==> src/rtl/shifter_seq_pkg.sv <==
// Shared types and sizing helpers for the multi-cycle shifter/rotator.
// Imported by shifter_step and shifter_seq.
package shifter_pkg;

  typedef enum logic [1:0] {
    IDLE,
    SHIFT,
    DONE
  } shifter_state_e;

  typedef struct packed {
    logic en;
    logic left;
    logic rotate;
    logic arith;
  } shifter_mode_t;

  // Number of SHIFT cycles needed to consume every shift-amount bit of a
  // width-bit operand when bits_per_cycle amount bits are resolved per cycle.
  function automatic int num_steps(int width, int bits_per_cycle);
    return ($clog2(width) + bits_per_cycle - 1) / bits_per_cycle;
  endfunction

endpackage

==> src/rtl/shifter_seq_step.sv <==
// One shift stage: shifts data by a BitsPerCycle-bit group of the amount,
// weighted by the step index. Purely combinational; reused every SHIFT cycle.
module shifter_step
  import shifter_pkg::*;
#(
  parameter int BitWidth     = 32,
  parameter int BitsPerCycle = 1,
  parameter int StepWidth    = 1
) (
  input  logic [BitWidth-1:0]     data_i,
  input  logic [BitsPerCycle-1:0] group_i,
  input  logic [StepWidth-1:0]    step_i,
  input  logic                    left_i,
  input  logic                    rotate_i,
  input  logic                    fill_i,
  output logic [BitWidth-1:0]     data_o
);

  localparam int ShiftWidth = $clog2(BitWidth);
  localparam int AmtWidth   = num_steps(BitWidth, BitsPerCycle) * BitsPerCycle;

  logic [AmtWidth-1:0]   amt_wide;
  logic [ShiftWidth-1:0] amt;
  logic [2*BitWidth-1:0] dbl;

  always_comb begin
    // NOTE: every output of a combinational block gets a default first, so no
    // path through the branches can leave a value held and infer a latch.
    amt_wide = '0;
    amt      = '0;
    dbl      = '0;
    data_o   = '0;

    // Place the group at its binary weight; the bits past ShiftWidth are
    // padding of the last group and are always zero.
    amt_wide = AmtWidth'(group_i) << (step_i * BitsPerCycle);
    amt      = ShiftWidth'(amt_wide);

    if (left_i) begin
      dbl    = {data_i, (rotate_i ? data_i : {BitWidth{1'b0}})} << amt;
      data_o = dbl[2*BitWidth-1 -: BitWidth];
    end else begin
      dbl    = {(rotate_i ? data_i : {BitWidth{fill_i}}), data_i} >> amt;
      data_o = dbl[BitWidth-1:0];
    end
  end

endmodule

==> src/rtl/shifter_seq.sv <==
// Multi-cycle shifter/rotator with valid/ready handshakes on both sides.
// Define SHIFTER_SEQ_ARITH_EN to enable arithmetic (sign-fill) right shifts.
module shifter_seq
  import shifter_pkg::*;
#(
  parameter int BitWidth     = 32,
  parameter int BitsPerCycle = 1
) (
  input  logic                        Clk,
  input  logic                        Rst,
  input  logic                        InValid,
  output logic                        InReady,
  input  logic                        En,
  input  logic                        Left,
  input  logic                        RotateEnable,
  input  logic                        Arith,
  input  logic [BitWidth-1:0]         dIN,
  input  logic [$clog2(BitWidth)-1:0] ShAmount,
  output logic                        OutValid,
  input  logic                        OutReady,
  output logic [BitWidth-1:0]         dOUT
);

  localparam int NumSteps  = num_steps(BitWidth, BitsPerCycle);
  localparam int AmtWidth  = NumSteps * BitsPerCycle;
  localparam int StepWidth = (NumSteps > 1) ? $clog2(NumSteps) : 1;
  localparam int LastStep  = NumSteps - 1;

  shifter_state_e       state_q;
  shifter_mode_t        mode_q;
  logic [BitWidth-1:0]  data_q;
  logic [AmtWidth-1:0]  amt_q;
  logic [StepWidth-1:0] step_q;
  logic                 in_ready_q;
  logic                 out_valid_q;

  logic [BitWidth-1:0]     data_d;
  logic [BitsPerCycle-1:0] group;
  logic                    fill;
  logic                    arith_cap;

  assign group = amt_q[step_q*BitsPerCycle +: BitsPerCycle];

`ifdef SHIFTER_SEQ_ARITH_EN
  // Arithmetic fill keeps the MSB intact, so data_q's MSB is the captured sign.
  assign arith_cap = Arith & ~Left & ~RotateEnable;
  assign fill      = mode_q.arith & data_q[BitWidth-1];
`else
  assign arith_cap = 1'b0;
  assign fill      = 1'b0;
`endif

  shifter_step #(
    .BitWidth    (BitWidth),
    .BitsPerCycle(BitsPerCycle),
    .StepWidth   (StepWidth)
  ) u_step (
    .data_i  (data_q),
    .group_i (group),
    .step_i  (step_q),
    .left_i  (mode_q.left),
    .rotate_i(mode_q.rotate),
    .fill_i  (fill),
    .data_o  (data_d)
  );

  // NOTE: sequential state uses non-blocking assignments only, so every
  // register samples the pre-edge values regardless of statement order.
  always_ff @(posedge Clk or posedge Rst) begin
    if (Rst) begin
      state_q     <= IDLE;
      mode_q      <= '0;
      data_q      <= '0;
      amt_q       <= '0;
      step_q      <= '0;
      in_ready_q  <= 1'b1;
      out_valid_q <= 1'b0;
    end else begin
      case (state_q)
        IDLE: begin
          if (InValid) begin
            mode_q     <= '{en: En, left: Left, rotate: RotateEnable, arith: arith_cap};
            data_q     <= dIN;
            // A disabled request shifts by zero, so it rides the bypass path.
            amt_q      <= En ? AmtWidth'(ShAmount) : '0;
            step_q     <= '0;
            in_ready_q <= 1'b0;
            state_q    <= SHIFT;
          end
        end
        SHIFT: begin
          data_q <= data_d;
          step_q <= step_q + 1'b1;
          // Bypass spends exactly one identity cycle here before DONE.
          if (step_q == StepWidth'(LastStep) || amt_q == '0) begin
            out_valid_q <= 1'b1;
            state_q     <= DONE;
          end
        end
        DONE: begin
          if (OutReady) begin
            out_valid_q <= 1'b0;
            in_ready_q  <= 1'b1;
            state_q     <= IDLE;
          end
        end
        default: begin
          out_valid_q <= 1'b0;
          in_ready_q  <= 1'b1;
          state_q     <= IDLE;
        end
      endcase
    end
  end

  assign InReady  = in_ready_q;
  assign OutValid = out_valid_q;
  assign dOUT     = data_q;

endmodule

==> config.mk <==
export PLATFORM = sky130hd
export DESIGN_NAME = shifter_seq
export DESIGN_NICKNAME = d
export VERILOG_FILES = /design/src/rtl/shifter_seq_pkg.sv /design/src/rtl/shifter_seq_step.sv /design/src/rtl/shifter_seq.sv
export SDC_FILE = /design/constraint.sdc
export NUM_CORES = 1
export LEC_CHECK = 0
export ABC_AREA = 1
export CORE_MARGIN = 4
export CORE_UTILIZATION = 25
export DETAILED_ROUTE_END_ITERATION = 12
export DONT_BUFFER_PORTS = 1
export PLACE_DENSITY = 0.43
export SLEW_MARGIN = 40
export SYNTH_ARGS = -nofsm -noshare
export SYNTH_HDL_FRONTEND = slang
export SYNTH_SLANG_ARGS = --single-unit
export TNS_END_PERCENT = 5
==> constraint.sdc <==
create_clock -name Clk -period 2 [get_ports Clk]
set_input_delay 0.4 -clock Clk [delete_from_list [all_inputs] [get_ports Clk]]
set_output_delay 0.4 -clock Clk [all_outputs]
set_load 0.02 [all_outputs]
==> run metrics <==
hold crit path type in -> async; sequential fraction of the synthesis area 17.1%; Net Count, Synth 1294; Async S/R FF share, synth 100%; CTS sink cnt 46; share of cells above drive strength 1 26.9%; core area 26300 sq um; top-area cell type share of the netlist area 26.7%; count leader, synth nand2_1; area of the multi-input gates 5250 sq um; worst r2r src step_q[0]; first-pass GRT wire length 57500 um; Worst Hold Margin 0.0170 ns; RSZ-0062 raised after global routing yes; Slew headroom 57.2%; fin crit share 122%; root buf cell clkbuf_16; Final WS setup -0.434 ns; Post-DRT Antenna Nets 0; syn avg cell area 5.39 sq um; clock-pin slew on the worst setup and hold paths 0.08 ns; DRT met1 WL 17600 um; Synth cell types 28; CTS tree done; Post-synth EDFFs 0; met2 WL post-DR 16600 um; CTS Buffer Depth 2; CP Launch Type flip-flop; CP startpoint step_q[0]; leakage 4.86 nW; initial antenna violation count 0; Final #Nets 1434; most area-hungry cell type in the Yosys netlist nand3_1; FF+latch area 1150 sq um; Pwr Total 21.8 mW; #FFs+latches synth 46; CP required 2.21 ns; # setup viols final 32; yosys warns 0; drt first pass iters 5; synth top area cells nand3_1, nand2_1, dfrtp_1, nand4_1, inv_1; Fillers 2951; violated checks setup timing; initial core utilization 25.6%; top_reg_cell synth dfrtp_1; WP data arrival 2.64 ns; post-route minimum period 2.43 ns; CP max FO 22; worst-skew pair later-pin latency 0.31 ns; # port buffers 0; routability cong. 1.02; H-tree levels 2; row count 59; final wirelength 38700 um; fmax 411 MHz; Top Ports 79; chip width 172 um; Vias 9544; WS Path Type reg -> reg; Die ar. 29600 sq um; synth cell count leaders nand2_1, nand3_1, inv_1; vias in the first global route 8942; DR top layer met4; Final Hold Viols 0; Post-Syn Area 6720 sq um; Final Instance Area 9340 sq um; Slew @ Worst Pin 0.635 ns; post-DR vias/cell 5.54; Slew Limit Fails 0; Die H 172 um; cells after synthesis 1247; skew final 0.0119 ns; Total Neg Setup Slack -11.34 ns; Worst VDD drop 0.836 mV; maxcap violations 0; Place WS -0.527 ns; total track usage 25.9%; DPL Wire Length 30700 um; Syn-to-layout area delta 38.9%; CTS Buf Count 5; DRC 0; Cell Pwr Density 2330 nW/um^2; global route overflow 0; # diodes 0; outcome finished with violations; largest net degree at the start of global routing 47; Iter 0 DRT Violations 1243; routed wire length per instance 22.5 um; Post-DP Area 8730 sq um; crit path capture type flip-flop; DR WL met3 3140 um
==> report_power, final <==
part | switching, mW | internal, mW | leakage [nW] | total, mW
combinational | 11.7 | 6.90 | 4.23 | 18.6
clock | 0.450 | 0.595 | 0.0781 | 1.04
sequential | 0.739 | 1.43 | 0.552 | 2.17
==> critical path, cell delays in order (launching register included) <==
cell     delay, ns
dfrtp_1       0.43
inv_2         0.09
nand2_2       0.06
nand3_2       0.08
nand2_4       0.14
nand3_4       0.11
buf_12        0.18
buf_4         0.15
nand2_1       0.06
nand3_1       0.19
nand3_2       0.14
nand3_1       0.14
buf_4         0.17
nand2_1       0.05
nand2_1       0.04
nand3_1       0.06
nand2_1       0.05
nor2_1        0.10
nor2_1        0.04
==> layout by cell type (no fill, tap or decap), types with 2 or more instances in the layout <==
cell | netlist | layout
nand2_2 | 3 | 21
o21ai_0 | 45 | 43
clkbuf_16 | 0 | 5
buf_4 | 9 | 192
inv_2 | 4 | 7
nand3_4 | 1 | 7
o211ai_1 | 2 | 2
nand4_1 | 73 | 73
nand3_1 | 359 | 304
o21ai_1 | 5 | 5
nor2_4 | 0 | 3
buf_8 | 0 | 2
nor2_1 | 40 | 36
a21oi_1 | 15 | 12
or2_2 | 28 | 28
inv_1 | 81 | 78
nand3_2 | 13 | 62
o21ai_2 | 0 | 2
clkbuf_1 | 45 | 2
nor2_2 | 2 | 3
nand2_1 | 432 | 409
o21a_1 | 2 | 2
a21oi_2 | 0 | 3
dfrtp_1 | 45 | 45
ha_1 | 2 | 2
buf_6 | 6 | 5
buf_12 | 0 | 22
nand2_4 | 0 | 5
==> repair_timing <==
action                     in CTS  in global routing
pin swaps                      30                  6
hold buffers                    0                  0
resized for setup              64                 23
gates cloned                    2                  0
setup buffers                   4                  0
setup endpoints to repair      32                 32
==> cell type report <==
type                            count  share of cell area (%)
Sequential cell                    46                    12.3
Inverter                           86                    3.48
Clock inverter                      1                   0.322
Multi-Input combinational cell   1025                    56.2
Timing Repair Buffer              223                    21.7
Tap cell                          335                    4.49
Clock buffer                        7                    1.42
==> per-stage QoR <==
| stage | utilization, % | cells |
|---|---|---|
| after global routing | 35.5 | 1723 |
| after detailed placement | 33.2 | 1710 |
| after floorplan | - | 1247 |
| final | 35.5 | 1723 |
| after CTS | 35.2 | 1723 |
| after global placement | 33.2 | 1710 |
==> worst paths after layout <==
path	to	slack (ns)	depth (start not counted)
setup / recovery	dOUT[15]	-0.43	18
hold / removal	dOUT[26]	0.02	2
setup reg to reg	dOUT[15]	-0.43	18
hold reg to reg	InReady	0.53	2
max in group asynchronous	InReady	1.69	2
min in group Clk	mode_q[2]	0.24	2
==> logic make-up after synthesis <==
logic type	count (synthesis)	share of synthesized area (%)
simple gates	954	65.7
buf+inv	176	11.5
compound gates	69	5.29
flops	46	17.1
fa+ha+maj	2	0.372
==> flip-flops by register name, indices dropped and copies added, names as in the netlist <==
signal    cells
InReady       1
OutValid      1
amt_q         5
dOUT         32
mode_q        2
state_q       2
step_q        3
==> layer usage <==
metal  global-route usage (%)  vias to the layer above
met5                        0                        -
met4                     8.27                        0
met3                     3.43                       79
met2                     39.5                      505
met1                     37.9                     4486
li1                         -                     4474
Note: power is estimated with default switching activity, not from simulation.
